==> src/rtl/sa_max_ctrl_pkg.sv <==
// Shared types and constants for the max-pool systolic array controller.
// State enum, FP16 pad value and a width helper.
package sa_max_ctrl_pkg;

    typedef enum logic [2:0] {
        S_IDLE,
        S_CLEAR,
        S_PRELOAD,
        S_STREAM,
        S_DRAIN,
        S_LOAD,
        S_DONE
    } state_e;

    localparam logic [15:0] FP16_NEG_INF = 16'hFC00;

    function automatic int max_w(input int a, input int b);
        return (a > b) ? a : b;
    endfunction

endpackage

==> src/rtl/sa_ctrl_counter.sv <==
// Loadable down-counter shared by beat counting and drain timing.
// Exposes zero and last (count == 1) flags.
module sa_ctrl_counter #(
    parameter int W = 16
) (
    input  logic         clk,
    input  logic         rst_n,
    input  logic         load,
    input  logic [W-1:0] load_val,
    input  logic         dec,
    output logic         zero,
    output logic         last
);

    logic [W-1:0] cnt_q;
    logic [W-1:0] cnt_d;

    assign zero = (cnt_q == '0);
    assign last = (cnt_q == W'(1));

    always_comb begin
        cnt_d = cnt_q;
        if (load) begin
            cnt_d = load_val;
        end else if (dec && !zero) begin
            cnt_d = cnt_q - W'(1);
        end
    end

    always_ff @(posedge clk or negedge rst_n) begin
        if (!rst_n) begin
            cnt_q <= '0;
        end else begin
            cnt_q <= cnt_d;
        end
    end

endmodule

==> src/rtl/sa_max_ctrl.sv <==
// Job sequencer for the max-pool systolic array (clear/preload/stream/drain/load).
// Optional perf counters enabled by defining SA_MAX_CTRL_PERF_EN.
module sa_max_ctrl
    import sa_max_ctrl_pkg::*;
#(
    parameter int ARR_DIM = 8,
    parameter int LEN_W   = 16
) (
    input  logic             clk,
    input  logic             rst_n,
    input  logic             start_valid,
    output logic             start_ready,
    input  logic [LEN_W-1:0] cfg_len,
    input  logic             cfg_preload,
    input  logic             in_valid,
    output logic             in_ready,
    input  logic             abort,
    output logic             reg_clear,
    output logic             pipeline_en,
    output logic             preload_en,
    output logic             result_load,
    output logic             pad_en,
    output logic             done_valid,
    input  logic             done_ready,
`ifdef SA_MAX_CTRL_PERF_EN
    output logic [31:0]      perf_busy_cyc,
    output logic [31:0]      perf_stall_cyc,
`endif
    output logic             busy
);

    localparam int     DRAIN_CYC  = 2 * (ARR_DIM - 1);
    localparam int     CNT_W      = max_w(LEN_W, 8);
    localparam state_e DRAIN_NEXT = (DRAIN_CYC == 0) ? S_LOAD : S_DRAIN;

    state_e             state_q, state_d;
    logic               preload_q, preload_d;
    logic               cnt_load, cnt_dec, cnt_zero, cnt_last;
    logic [CNT_W-1:0]   cnt_val;
    logic               go_drain;
    logic               kill;
    logic               start_acc;

    assign kill      = abort && (state_q != S_IDLE);
    assign start_acc = (state_q == S_IDLE) && start_valid;

    always_comb begin
        state_d   = state_q;
        preload_d = preload_q;
        cnt_load  = 1'b0;
        cnt_val   = '0;
        cnt_dec   = 1'b0;
        go_drain  = 1'b0;
        if (kill) begin
            state_d = S_IDLE;
        end else begin
            unique case (state_q)
                S_IDLE: if (start_valid) begin
                    state_d   = S_CLEAR;
                    preload_d = cfg_preload;
                    cnt_load  = 1'b1;
                    cnt_val   = CNT_W'(cfg_len);
                end
                S_CLEAR: begin
                    if (preload_q)     state_d = S_PRELOAD;
                    else if (cnt_zero) go_drain = 1'b1;
                    else               state_d = S_STREAM;
                end
                S_PRELOAD: begin
                    if (cnt_zero) go_drain = 1'b1;
                    else          state_d = S_STREAM;
                end
                S_STREAM: if (in_valid) begin
                    cnt_dec  = 1'b1;
                    go_drain = cnt_last;
                end
                S_DRAIN: begin
                    cnt_dec = 1'b1;
                    if (cnt_last) state_d = S_LOAD;
                end
                S_LOAD: state_d = S_DONE;
                S_DONE: if (done_ready) state_d = S_IDLE;
                default: state_d = S_IDLE;
            endcase
            // Drain length reuses the beat counter once streaming is over
            if (go_drain) begin
                cnt_load = 1'b1;
                cnt_val  = CNT_W'(DRAIN_CYC);
                state_d  = DRAIN_NEXT;
            end
        end
    end

    always_ff @(posedge clk or negedge rst_n) begin
        if (!rst_n) begin
            state_q   <= S_IDLE;
            preload_q <= 1'b0;
        end else begin
            state_q   <= state_d;
            preload_q <= preload_d;
        end
    end

    sa_ctrl_counter #(.W(CNT_W)) u_cnt (
        .clk      (clk),
        .rst_n    (rst_n),
        .load     (cnt_load),
        .load_val (cnt_val),
        .dec      (cnt_dec),
        .zero     (cnt_zero),
        .last     (cnt_last)
    );

    assign start_ready = (state_q == S_IDLE);
    assign busy        = (state_q != S_IDLE);
    assign reg_clear   = (state_q == S_CLEAR) || kill;
    assign in_ready    = !kill && (state_q == S_STREAM);
    assign preload_en  = !kill && (state_q == S_PRELOAD);
    assign pad_en      = !kill && (state_q == S_DRAIN);
    assign result_load = !kill && (state_q == S_LOAD);
    assign done_valid  = !kill && (state_q == S_DONE);
    assign pipeline_en = !kill && ((state_q == S_PRELOAD) ||
                                   (state_q == S_DRAIN) ||
                                   ((state_q == S_STREAM) && in_valid));

`ifdef SA_MAX_CTRL_PERF_EN
    logic [31:0] pbusy_q, pbusy_d;
    logic [31:0] pstall_q, pstall_d;

    always_comb begin
        pbusy_d  = pbusy_q;
        pstall_d = pstall_q;
        if (start_acc) begin
            pbusy_d  = '0;
            pstall_d = '0;
        end else begin
            if (busy && !(&pbusy_q))
                pbusy_d = pbusy_q + 32'd1;
            if ((state_q == S_STREAM) && !in_valid && !(&pstall_q))
                pstall_d = pstall_q + 32'd1;
        end
    end

    always_ff @(posedge clk or negedge rst_n) begin
        if (!rst_n) begin
            pbusy_q  <= '0;
            pstall_q <= '0;
        end else begin
            pbusy_q  <= pbusy_d;
            pstall_q <= pstall_d;
        end
    end

    assign perf_busy_cyc  = pbusy_q;
    assign perf_stall_cyc = pstall_q;
`else
    logic unused_start_acc;
    assign unused_start_acc = start_acc;
`endif

endmodule
==> config.mk <==
export PLATFORM = sky130hd
export DESIGN_NAME = sa_max_ctrl
export DESIGN_NICKNAME = d
export VERILOG_FILES = /design/src/rtl/sa_max_ctrl_pkg.sv /design/src/rtl/sa_ctrl_counter.sv /design/src/rtl/sa_max_ctrl.sv
export SDC_FILE = /design/constraint.sdc
export NUM_CORES = 1
export LEC_CHECK = 0
export CORE_UTILIZATION = 35
export CTS_BUF_LIST = sky130_fd_sc_hd__clkbuf_4 sky130_fd_sc_hd__clkbuf_8 sky130_fd_sc_hd__clkbuf_16
export DETAILED_ROUTE_END_ITERATION = 10
export PLACE_DENSITY = 0.64
export SLEW_MARGIN = 20
export SYNTH_ARGS = -nofsm -noshare
export SYNTH_HDL_FRONTEND = slang
export SYNTH_SLANG_ARGS = --single-unit
==> constraint.sdc <==
create_clock -name clk -period 2.5 [get_ports clk]
set_clock_uncertainty 0.15 [all_clocks]
set_input_delay 0.25 -clock clk [delete_from_list [all_inputs] [get_ports clk]]
set_output_delay 0.25 -clock clk [all_outputs]
set_load 0.02 [all_outputs]
Yosys cells after proc, flatten, opt, wreduce, memory -nomap -nowiden
Index checks and enable logic that the tools add are counted.
- bitwise logic cells: 1
- reduce and logical (&&, ||, !) cells: 20
- add/subtract/negate cells: 1
- mux-type cells: 26
- equality and inequality tests: 11
- operators by type and width (cell ; number):
    $mux W16 ; 6
    $mux W3 ; 7
    $pmux W3 S7 ; 1
    $eq A16 B1 Y1 const B ; 1
    $logic_not A16 Y1 ; 1
    $sub A16 B1 Y16 const B ; 1
    $mux W1 ; 10
    $eq A3 B3 Y1 const B ; 3
    $logic_and A1 B1 Y1 ; 9
    $ne A4 B4 Y1 const B ; 2
    $eq A3 B2 Y1 const B ; 2
    $ne A4 B2 Y1 const B ; 1
    $reduce_and A4 Y1 ; 1
    $eq A3 B1 Y1 const B ; 1
    $logic_not A3 Y1 ; 1
    $logic_or A1 B1 Y1 ; 3
    $ne A3 B3 Y1 const B ; 1
    $pmux W1 S3 ; 1
    $reduce_and A3 Y1 ; 1
    $reduce_bool A3 Y1 ; 1
    $logic_not A1 Y1 ; 2
    $pmux W1 S2 ; 1
    $reduce_bool A2 Y1 ; 1
    $not A1 Y1 ; 1
- input bits: 23
- output and inout port bits: 9
- register bits after elaboration: 20
- logic and storage cells: 62

Longest topological paths before layout
Gate-level depths: netlist of run 1.
- depth in word-level cells: 8
- gate-level depth with buffers: 8
- mapped depth without buffers: 7

Hierarchy
From an unflattened synthesis of run 1, not the netlist that was laid out.
- cells, all modules: 201
- area total of the unflattened synthesis: 1655.3 µm²
- modules (own cells, without submodules) (module ; instances ; cells an instance ; area each (µm²) ; sequential area each (µm²)):
    sa_ctrl_counter ; 1 ; 128 ; 1123.6 ; 400.4
    sa_max_ctrl ; 1 ; 73 ; 531.8 ; 100.1

Worst setup path after synthesis of run 1
No wires, ideal clock.
- kind: register -> register
- start point: reg u_cnt.cnt_q[0]
- end point: reg u_cnt.cnt_q[3]
- buffers on the path: 1
- cell stages (with the launch flop): 9
- arrival: 2310 ps
- setup slack: -84 ps
- setup time: 124 ps
- required time: 2226 ps
- period minus slack after synthesis: 2584 ps
- cells stage by stage: dfrtp_1 inv_1 ha_1 or3b_2 or4_4 buf_6 nor3b_1 mux2i_1 a211o_1
- word-level cells in the longest chain between the ends: 8
- elaborated cells between the ends (all ways): 17
- classes of those cells: add/sub (1); eq/ne (1); mux (11); reduce/logical (4)
- ends and longest elaborated chain (element ; RTL line ; RTL):
    start: declaration ; sa_ctrl_counter.sv:15 ; logic [W-1:0] cnt_q;
    start signal: assignment ; sa_ctrl_counter.sv:34 ; cnt_q <= cnt_d;
    $logic_not A16 Y1 ; sa_ctrl_counter.sv:18 ; assign zero = (cnt_q == '0);
    $mux W1 ; sa_max_ctrl.sv:66, sa_max_ctrl.sv:70 ;
    $mux W1 ; sa_max_ctrl.sv:65 ; if (preload_q) state_d = S_PRELOAD;
    $pmux W1 S3 ; sa_max_ctrl.sv:57 ; unique case (state_q)
    $mux W1 ; sa_max_ctrl.sv:54 ; if (kill) begin
    $mux W16 / $mux W1 (equally long branches) ; sa_max_ctrl.sv:86 ; if (go_drain) begin
    $mux W16 / $mux W1 (equally long branches) ; sa_max_ctrl.sv:54 ;
    $mux W16 / $reduce_bool A2 Y1 (equally long branches) ; n/a ;
Several ways; a longest one is shown, not always the timed one. The select of a mux whose other input is x is not followed.
A chain may end at the register's enable or synchronous reset.

Worst setup path after layout of run 1
- start point: reg u_cnt.cnt_q[4]
- end point: reg u_cnt.cnt_q[3]
The elaborated chain is that of the path after synthesis.

==> results.toml, run 1 <==
[run_status]
status = "completed"

[power]
p_per_area_mw_per_mm2 = 1060
power.leakage_nw = 0.868
total_power_mw = 2.23
vdd_drop_max_uv = 421

[critical_path]
setup.worst_path.end_class = "flop"
r2r-start = "u_cnt.cnt_q[4]"
r2r_end = "u_cnt.cnt_q[3]"
worstSetupPathType = "reg2reg"
r2r.worst_path.cells = 5
cp_max_fo = 7
start_kind = "flop"
reg2reg_slack_ns = 0.06
critPathRequiredTime_ns = 2.50
arrival_ns = 2.44

[clocking]
htreeDepth = 1
cts_buffer_depth = 2
cts_hold_buf = 0
cts_setup_buffers = 0
clk-insertion-delay-late_ns = 0.27
numCtsBuffers = 3
clkSinkCount = 20
cts.reportedPaths.clkPinSlew_ns = 0.08
ctsResizeCount = 0
cts-root-buf = "clkbuf_8"
cts_tree = "done"

[floorplanning]
dieArea_mm2 = 0.00455
num_rows = 23
fp.dieW_um = 67.5
pin_count = 32
start_util_pct = 37.0
die_y_um = 67.5
core_area_mm2 = 0.00406

[synth]
synthDistinctLibCells = 44
synth-warning-count = 0
syn_area_mm2 = 0.00150
synth_fp_nets = 211
avgSynthCellArea_um2 = 8.11
synthCells = 185
ys_seq_area_share_pct = 33.4
ys_ff_latch = 20

[place]
hpwlAfterDp_um = 2960
place_area_mm2 = 0.00198
port_buffers = 31
place.gp.congestion = 0.907

[timing]
final-hold-violation-count = 0
timing.hold.ws_ns = 0.159
fin_crit_sh_pct = 97.4
min_period_ns = 2.44
setup-tns-final_ns = 0
tightest_slew_ns = 0.453
rsz0062_at_grt = "yes"
setup_viol = 0
fmax_mhz = 411
maxSlewHeadroom_pct = 69.0
slew_viol_final = 0

[drt]
drc = 0
wl_um = 4060
wl_met1_um = 1960
drt-pass1-iter-count = 4
ant_nets = 0
route.detailed.wl_per_inst_um = 14.4
via_count = 1513
via_per_inst = 5.38
wl_met3_um = 115
wl_met2_um = 1930
drt_iter0_markers = 54
routed.top_layer = "met4"

[final_layout]
final_nets = 258
n_antenna_cell = 0
drive_gt1_share_pct = 18.6
area_growth_pct = 39.8
postLayoutCellArea_mm2 = 0.00210
final_util_pct = 51.7
fill_cells = 387

[global_routing]
first_global_vias = 1436
grt_overflow = 0
grt_max_degree = 21
groute.usage.overall_pct = 19.3
grt_pass1_wl_um = 6610
antenna_found_initial = 0

[flow_run]
cap_violations = 0

[hold_path]
hold_class = "in2async"
[Yosys cell counts]
cell / n / share of area, %
or3b_2: 3 / 1.8
nand2_1: 25 / 6.3
nand3_1: 7 / 2.3
a21oi_1: 4 / 1.3
clkbuf_1: 6 / 1.5
and4_1: 1 / 0.58
a211oi_1: 1 / 0.50
nor4_4: 1 / 1.4
buf_1: 1 / 0.25
or4_1: 4 / 2.0
or3_1: 1 / 0.42
and3_1: 2 / 0.83
inv_1: 6 / 1.5
dfrtp_1: 20 / 33
nor3_1: 10 / 3.3
nor3b_1: 2 / 1.0
o32ai_1: 1 / 0.58
ha_1: 3 / 2.5
buf_2: 2 / 0.67
o31ai_1: 3 / 1.5
clkbuf_2: 1 / 0.33
buf_6: 1 / 0.75
a2111oi_0: 1 / 0.58
or4_4: 1 / 0.75
o2111ai_1: 1 / 0.58
nor2_1: 16 / 4.0
or2_2: 2 / 0.83
a22oi_1: 1 / 0.50
nand4_1: 5 / 2.1
and2_1: 2 / 0.83
a31oi_1: 3 / 1.3
xnor2_1: 1 / 0.58
a31o_2: 1 / 0.58
and4b_1: 1 / 0.67
nand3_2: 1 / 0.67
a211o_1: 3 / 1.8
a2111oi_4: 1 / 1.8
xor2_1: 8 / 4.7
o21ai_0: 18 / 6.0
o211ai_1: 1 / 0.50
nor4_1: 5 / 2.1
nand2b_1: 3 / 1.3
mux2i_1: 4 / 2.7
nand4b_1: 1 / 0.58
[cell families after synthesis]
logic type      Yosys count  share of synthesized area [%]
buf+inv                  17                           5.00
xor+xnor                  9                           5.25
mux                       4                           2.67
simple gates             93                           33.7
fa+ha+maj                 3                           2.50
compound gates           39                           17.5
flops                    20                           33.4
[state kept, by name, indices dropped and copies added, names as in the netlist]
| signal | cells |
|---|---|
| u_cnt.cnt_q | 16 |
| preload_q | 1 |
| state_q | 3 |
[cell usage in the layout, fill, tap and decap left out, types with 2 or more instances in the layout]
cell type,instances
and2_1,2
a31oi_1,3
nand4_1,5
a211o_1,3
o21ai_0,18
xor2_1,8
mux2i_1,4
or4_1,2
nor2_1,16
clkbuf_8,3
nand3_1,7
a21oi_1,4
or3b_2,2
or2_2,2
clkdlybuf4s50_1,30
o31ai_1,2
buf_4,21
or4_4,3
inv_1,6
nor3_1,10
ha_1,2
nand2b_1,3
and3_1,2
dfrtp_1,20
nand2_1,24
nor4_1,4
[stage by stage]
| stage | instances | worst slack [ns] |
|---|---|---|
| floorplan | 185 | 0.0201 |
| global placement | 276 | 0.0992 |
| detailed placement | 276 | 0.0564 |
| CTS | 280 | 0.0283 |
| global route | 281 | -0.0312 |
| finish | 281 | 0.0646 |
[report_power, final]
part	total (mW)	leakage, nW	internal [mW]	switching (mW)
combinational	1.28	0.583	0.580	0.701
clock	0.335	0.0357	0.214	0.121
sequential	0.613	0.250	0.471	0.142
total	2.23	0.868	1.26	0.963
[critical path, cell delays in order, from the launching register on]
cell and delay, ns:
dfrtp_1 0.43, or4_4 0.57, or4_4 0.61, nor3b_1 0.18
mux2i_1 0.12, a211o_1 0.26
[routing by layer]
| layer | GRT usage, % | up-vias |
|---|---|---|
| li1 | - | 767 |
| met1 | 26.5 | 712 |
| met2 | 31.6 | 28 |
| met3 | 2.70 | 6 |
| met4 | 4.52 | 0 |
| met5 | 0 | - |
[how the worst max path moves through the flow]
stage                        start  slack [ns]        endpoint  cells past startpoint
finish              u_cnt.cnt_q[4]        0.06  u_cnt.cnt_q[3]                      5
global placement    u_cnt.cnt_q[5]         0.1  u_cnt.cnt_q[3]                      5
detailed placement  u_cnt.cnt_q[0]        0.06  u_cnt.cnt_q[3]                      7
floorplan           u_cnt.cnt_q[0]        0.02  u_cnt.cnt_q[3]                      8
global route        u_cnt.cnt_q[4]       -0.03  u_cnt.cnt_q[6]                      7
CTS                     state_q[1]        0.03     pipeline_en                      5
[area by class of cell]
| class | count | area [um2] | area share (%) |
|---|---|---|---|
| clock inverters | 1 | 30.0 | 1.43 |
| flip-flops and latches | 20 | 500 | 23.9 |
| multi-input cells | 148 | 965 | 46.0 |
| repair buffers | 53 | 475 | 22.7 |
| inverters | 6 | 22.5 | 1.07 |
| clock buffers | 3 | 41.3 | 1.97 |
| well taps | 50 | 62.6 | 2.98 |
(Power assumes the default switching activity.)
==> inputs of run 2 (changes only) <==
--- a/config.mk
+++ b/config.mk
@@ -5,11 +5,13 @@
 export SDC_FILE = /design/constraint.sdc
 export NUM_CORES = 1
 export LEC_CHECK = 0
+export CAP_MARGIN = 20
 export CORE_UTILIZATION = 35
 export CTS_BUF_LIST = sky130_fd_sc_hd__clkbuf_4 sky130_fd_sc_hd__clkbuf_8 sky130_fd_sc_hd__clkbuf_16
 export DETAILED_ROUTE_END_ITERATION = 10
-export PLACE_DENSITY = 0.64
+export PLACE_DENSITY = 0.63
 export SLEW_MARGIN = 20
 export SYNTH_ARGS = -nofsm -noshare
 export SYNTH_HDL_FRONTEND = slang
+export SYNTH_HIERARCHICAL = 1
 export SYNTH_SLANG_ARGS = --single-unit
==> run 2 against run 1 <==
Compared with the run above: the flow now finishes with violations (design-rule violations, negative setup slack); clock power is 5% higher; via count is 28% higher; routed wire length is 35% higher; first-iteration DRC count grew to 3.2 times the previous value; critical path type unchanged; largest power group unchanged; highest routed layer unchanged.
==> results.toml, run 2 <==
[synth]
synth-warning-count = 6
synthFlopType = "dfrtp_1"
ys_ff_latch = 20
ys_async_sr_fraction_pct = 100
ys_seq_area_share_pct = 30.2
synthCells = 201
synth_top_area_share_pct = 30.2
synth_largest_area_cell = "dfrtp_1"
synth_area_leaders = "dfrtp_1, and3_1, nand2_1"
synth_edf_count = 0
synthDistinctLibCells = 58
synth_most_common_cell = "dfrtp_1"
syn_area_mm2 = 0.00166
synth_fp_nets = 226
avgSynthCellArea_um2 = 8.24
synth_common_cells = "dfrtp_1, nand2_1, and3_1, nor2_1"

[critical_path]
critical_path.top_delay_family = "simple AND/OR/NAND/NOR gates"
critPathMaxStageDelay_ns = 0.42
r2r.worst_path.cells = 10
r2r_end = "u_cnt/cnt_q[4]"
reg2reg_slack_ns = -0.06
path_buf_inv = 2
worstSetupPathType = "reg2reg"
r2r-start = "u_cnt/cnt_q[9]"
setup.worst_path.end_class = "flop"
worst_path_max_delay_cell = "dfrtp_1"
arrival_ns = 2.58
start_kind = "flop"
path_cells = "nor4_4 > nand4_1 > nor3b_2 > inv_1 > or2_4 > a21oi_4 > or2_4 > inv_2 > a31o_2 > a41o_1"
crit_top_cell = "or2_4"
critPathRequiredTime_ns = 2.53
cp_max_fo = 5

[final_layout]
postLayoutCellArea_mm2 = 0.00262
mostFrequentLayoutCell = "buf_4"
largest_reg_flops = 16
final_nets = 307
regMostFlops = "u_cnt/cnt_q"
area_growth_pct = 58.1
reg_top3 = "u_cnt/cnt_q: 16 flops, state_q: 3 flops, preload_q: 1 flops"
final_util_pct = 58.9
drive_gt1_share_pct = 34.2
n_antenna_cell = 0
final-instance-count-excl-fill = 333
mostFrequentLayoutCells = "buf_4, clkdlybuf4s50_1, dfrtp_1"

[drt]
ant_nets = 0
drt_iter0_markers = 171
drt-pass1-iter-count = 7
wl_um = 5490
route.detailed.wl_per_inst_um = 16.5
via_per_inst = 5.80
drc = 2
via_count = 1933

[timing]
fin_crit_sh_pct = 102
layout_setup_ws_ns = -0.0561
fmax_mhz = 391
min_period_ns = 2.56
tightest_slew_ns = 0.379
setup_viol = 5
slew_viol_final = 0
final-hold-violation-count = 0
timing.hold.ws_ns = 0.157
rsz0062_at_grt = "yes"
maxSlewHeadroom_pct = 74.8

[global_routing]
groute.usage.overall_pct = 22.8
antenna_found_initial = 0
grt_pass1_wl_um = 8910
grt_overflow = 0
first_global_vias = 1817
grt_max_degree = 21

[clocking]
clk-insertion-delay-late_ns = 0.28
htreeDepth = 1
numCtsBuffers = 3
cts.reportedPaths.clkPinSlew_ns = 0.09
cts_tree = "done"
clkSinkCount = 20
cts_buffer_depth = 2
cts-root-buf = "clkbuf_8"

[floorplanning]
num_rows = 24
start_util_pct = 37.2
fp.dieW_um = 70.8
dieArea_mm2 = 0.00501
pin_count = 32
core_area_mm2 = 0.00444
die_y_um = 70.8

[run_status]
violations = "design-rule violations, negative setup slack"
status = "complete, but fails checks"

[power]
p_per_area_mw_per_mm2 = 1090
power.leakage_nw = 1.18
vdd_drop_max_uv = 514
total_power_mw = 2.84

[place]
place_area_mm2 = 0.00241
port_buffers = 31
place.gp.congestion = 0.876
post-place-cells = 323
hpwlAfterDp_um = 3940

[hold_path]
hold_class = "in2async"

[flow_run]
cap_violations = 0
[run 2: cell count changes in the layout (fill, tap and decap cells not counted), sizes merged, moves of 4 or more]
| cell | previous run | this run |
|---|---|---|
| buf | 22 | 57 |
| and3 | 2 | 15 |
| nand2 | 25 | 16 |
| xor2 | 8 | 0 |
| a21oi | 4 | 11 |
| nor2b | 0 | 6 |
| o21ai | 18 | 12 |
| or4 | 5 | 0 |
| o41ai | 0 | 4 |
[run 2: per-stage QoR]
step | TNS [ns] | setup WS [ns]
2_1_floorplan | -0.758 | -0.115
3_3_place_gp | -0.604 | -0.0954
3_5_place_dp | -0.891 | -0.127
4_1_cts | -0.0275 | -0.0120
5_1_grt | -1.31 | -0.159
6_report | -0.177 | -0.0561
[run 2: repair_timing]
action	CTS	global route
pin swaps	6	8
setup buffers	3	3
resized for setup	6	18
hold buffers	0	0
setup endpoints to repair	15	15
hold endpoints to repair	0	0
[run 2: layout make-up]
type                            count  area [um2]
Sequential cell                    20         500
Clock inverter                      1        30.0
Fill cell                         403        1830
Clock buffer                        3        41.3
Timing Repair Buffer               88         761
Tap cell                           52        65.1
Inverter                            9        33.8
Multi-Input combinational cell    160        1190
[run 2: how the worst max path moves through the flow]
stage	cells after the start	endpoint	startpoint	slack (ns)
after detailed placement	10	u_cnt/cnt_q[14]	u_cnt/cnt_q[8]	-0.13
after CTS	10	u_cnt/cnt_q[4]	u_cnt/cnt_q[4]	-0.01
after floorplan	11	u_cnt/cnt_q[4]	u_cnt/cnt_q[9]	-0.12
final	10	u_cnt/cnt_q[4]	u_cnt/cnt_q[9]	-0.06
after global placement	11	u_cnt/cnt_q[9]	u_cnt/cnt_q[8]	-0.1
after global routing	10	u_cnt/cnt_q[14]	u_cnt/cnt_q[9]	-0.16
[run 2: cell families (layout without fill, tap and decap cells)]
family	Yosys count	count (layout)	synth area share, %
mux	3	3	1.89
fa+ha+maj	2	2	1.51
simple gates	99	99	36.0
compound gates	56	56	24.7
flops	20	20	30.2
buf+inv	21	101	5.67
[run 2: metal layers]
layer | track usage [%] | part of all wire [%] | vias to the layer above
met5 | 0 | 0 | -
met4 | 9.11 | 1.6 | 0
met3 | 1.85 | 4.5 | 9
met2 | 35.4 | 46 | 54
met1 | 32.8 | 48 | 936
li1 | - | - | 934
[run 2: worst register-to-register path, cell delays in order (launching register included)]
cell and delay, ns:
dfrtp_1 0.42, nor4_4 0.33, nand4_1 0.19, nor3b_2 0.25, inv_1 0.06, or2_4 0.24, a21oi_4 0.14, or2_4 0.18
inv_2 0.07, a31o_2 0.23, a41o_1 0.20
[run 2: power breakdown]
part	internal, mW	total (mW)	switching, mW
Combinational	0.906	1.87	0.968
Clock	0.215	0.352	0.138
Sequential	0.460	0.617	0.157
Total	1.58	2.84	1.26
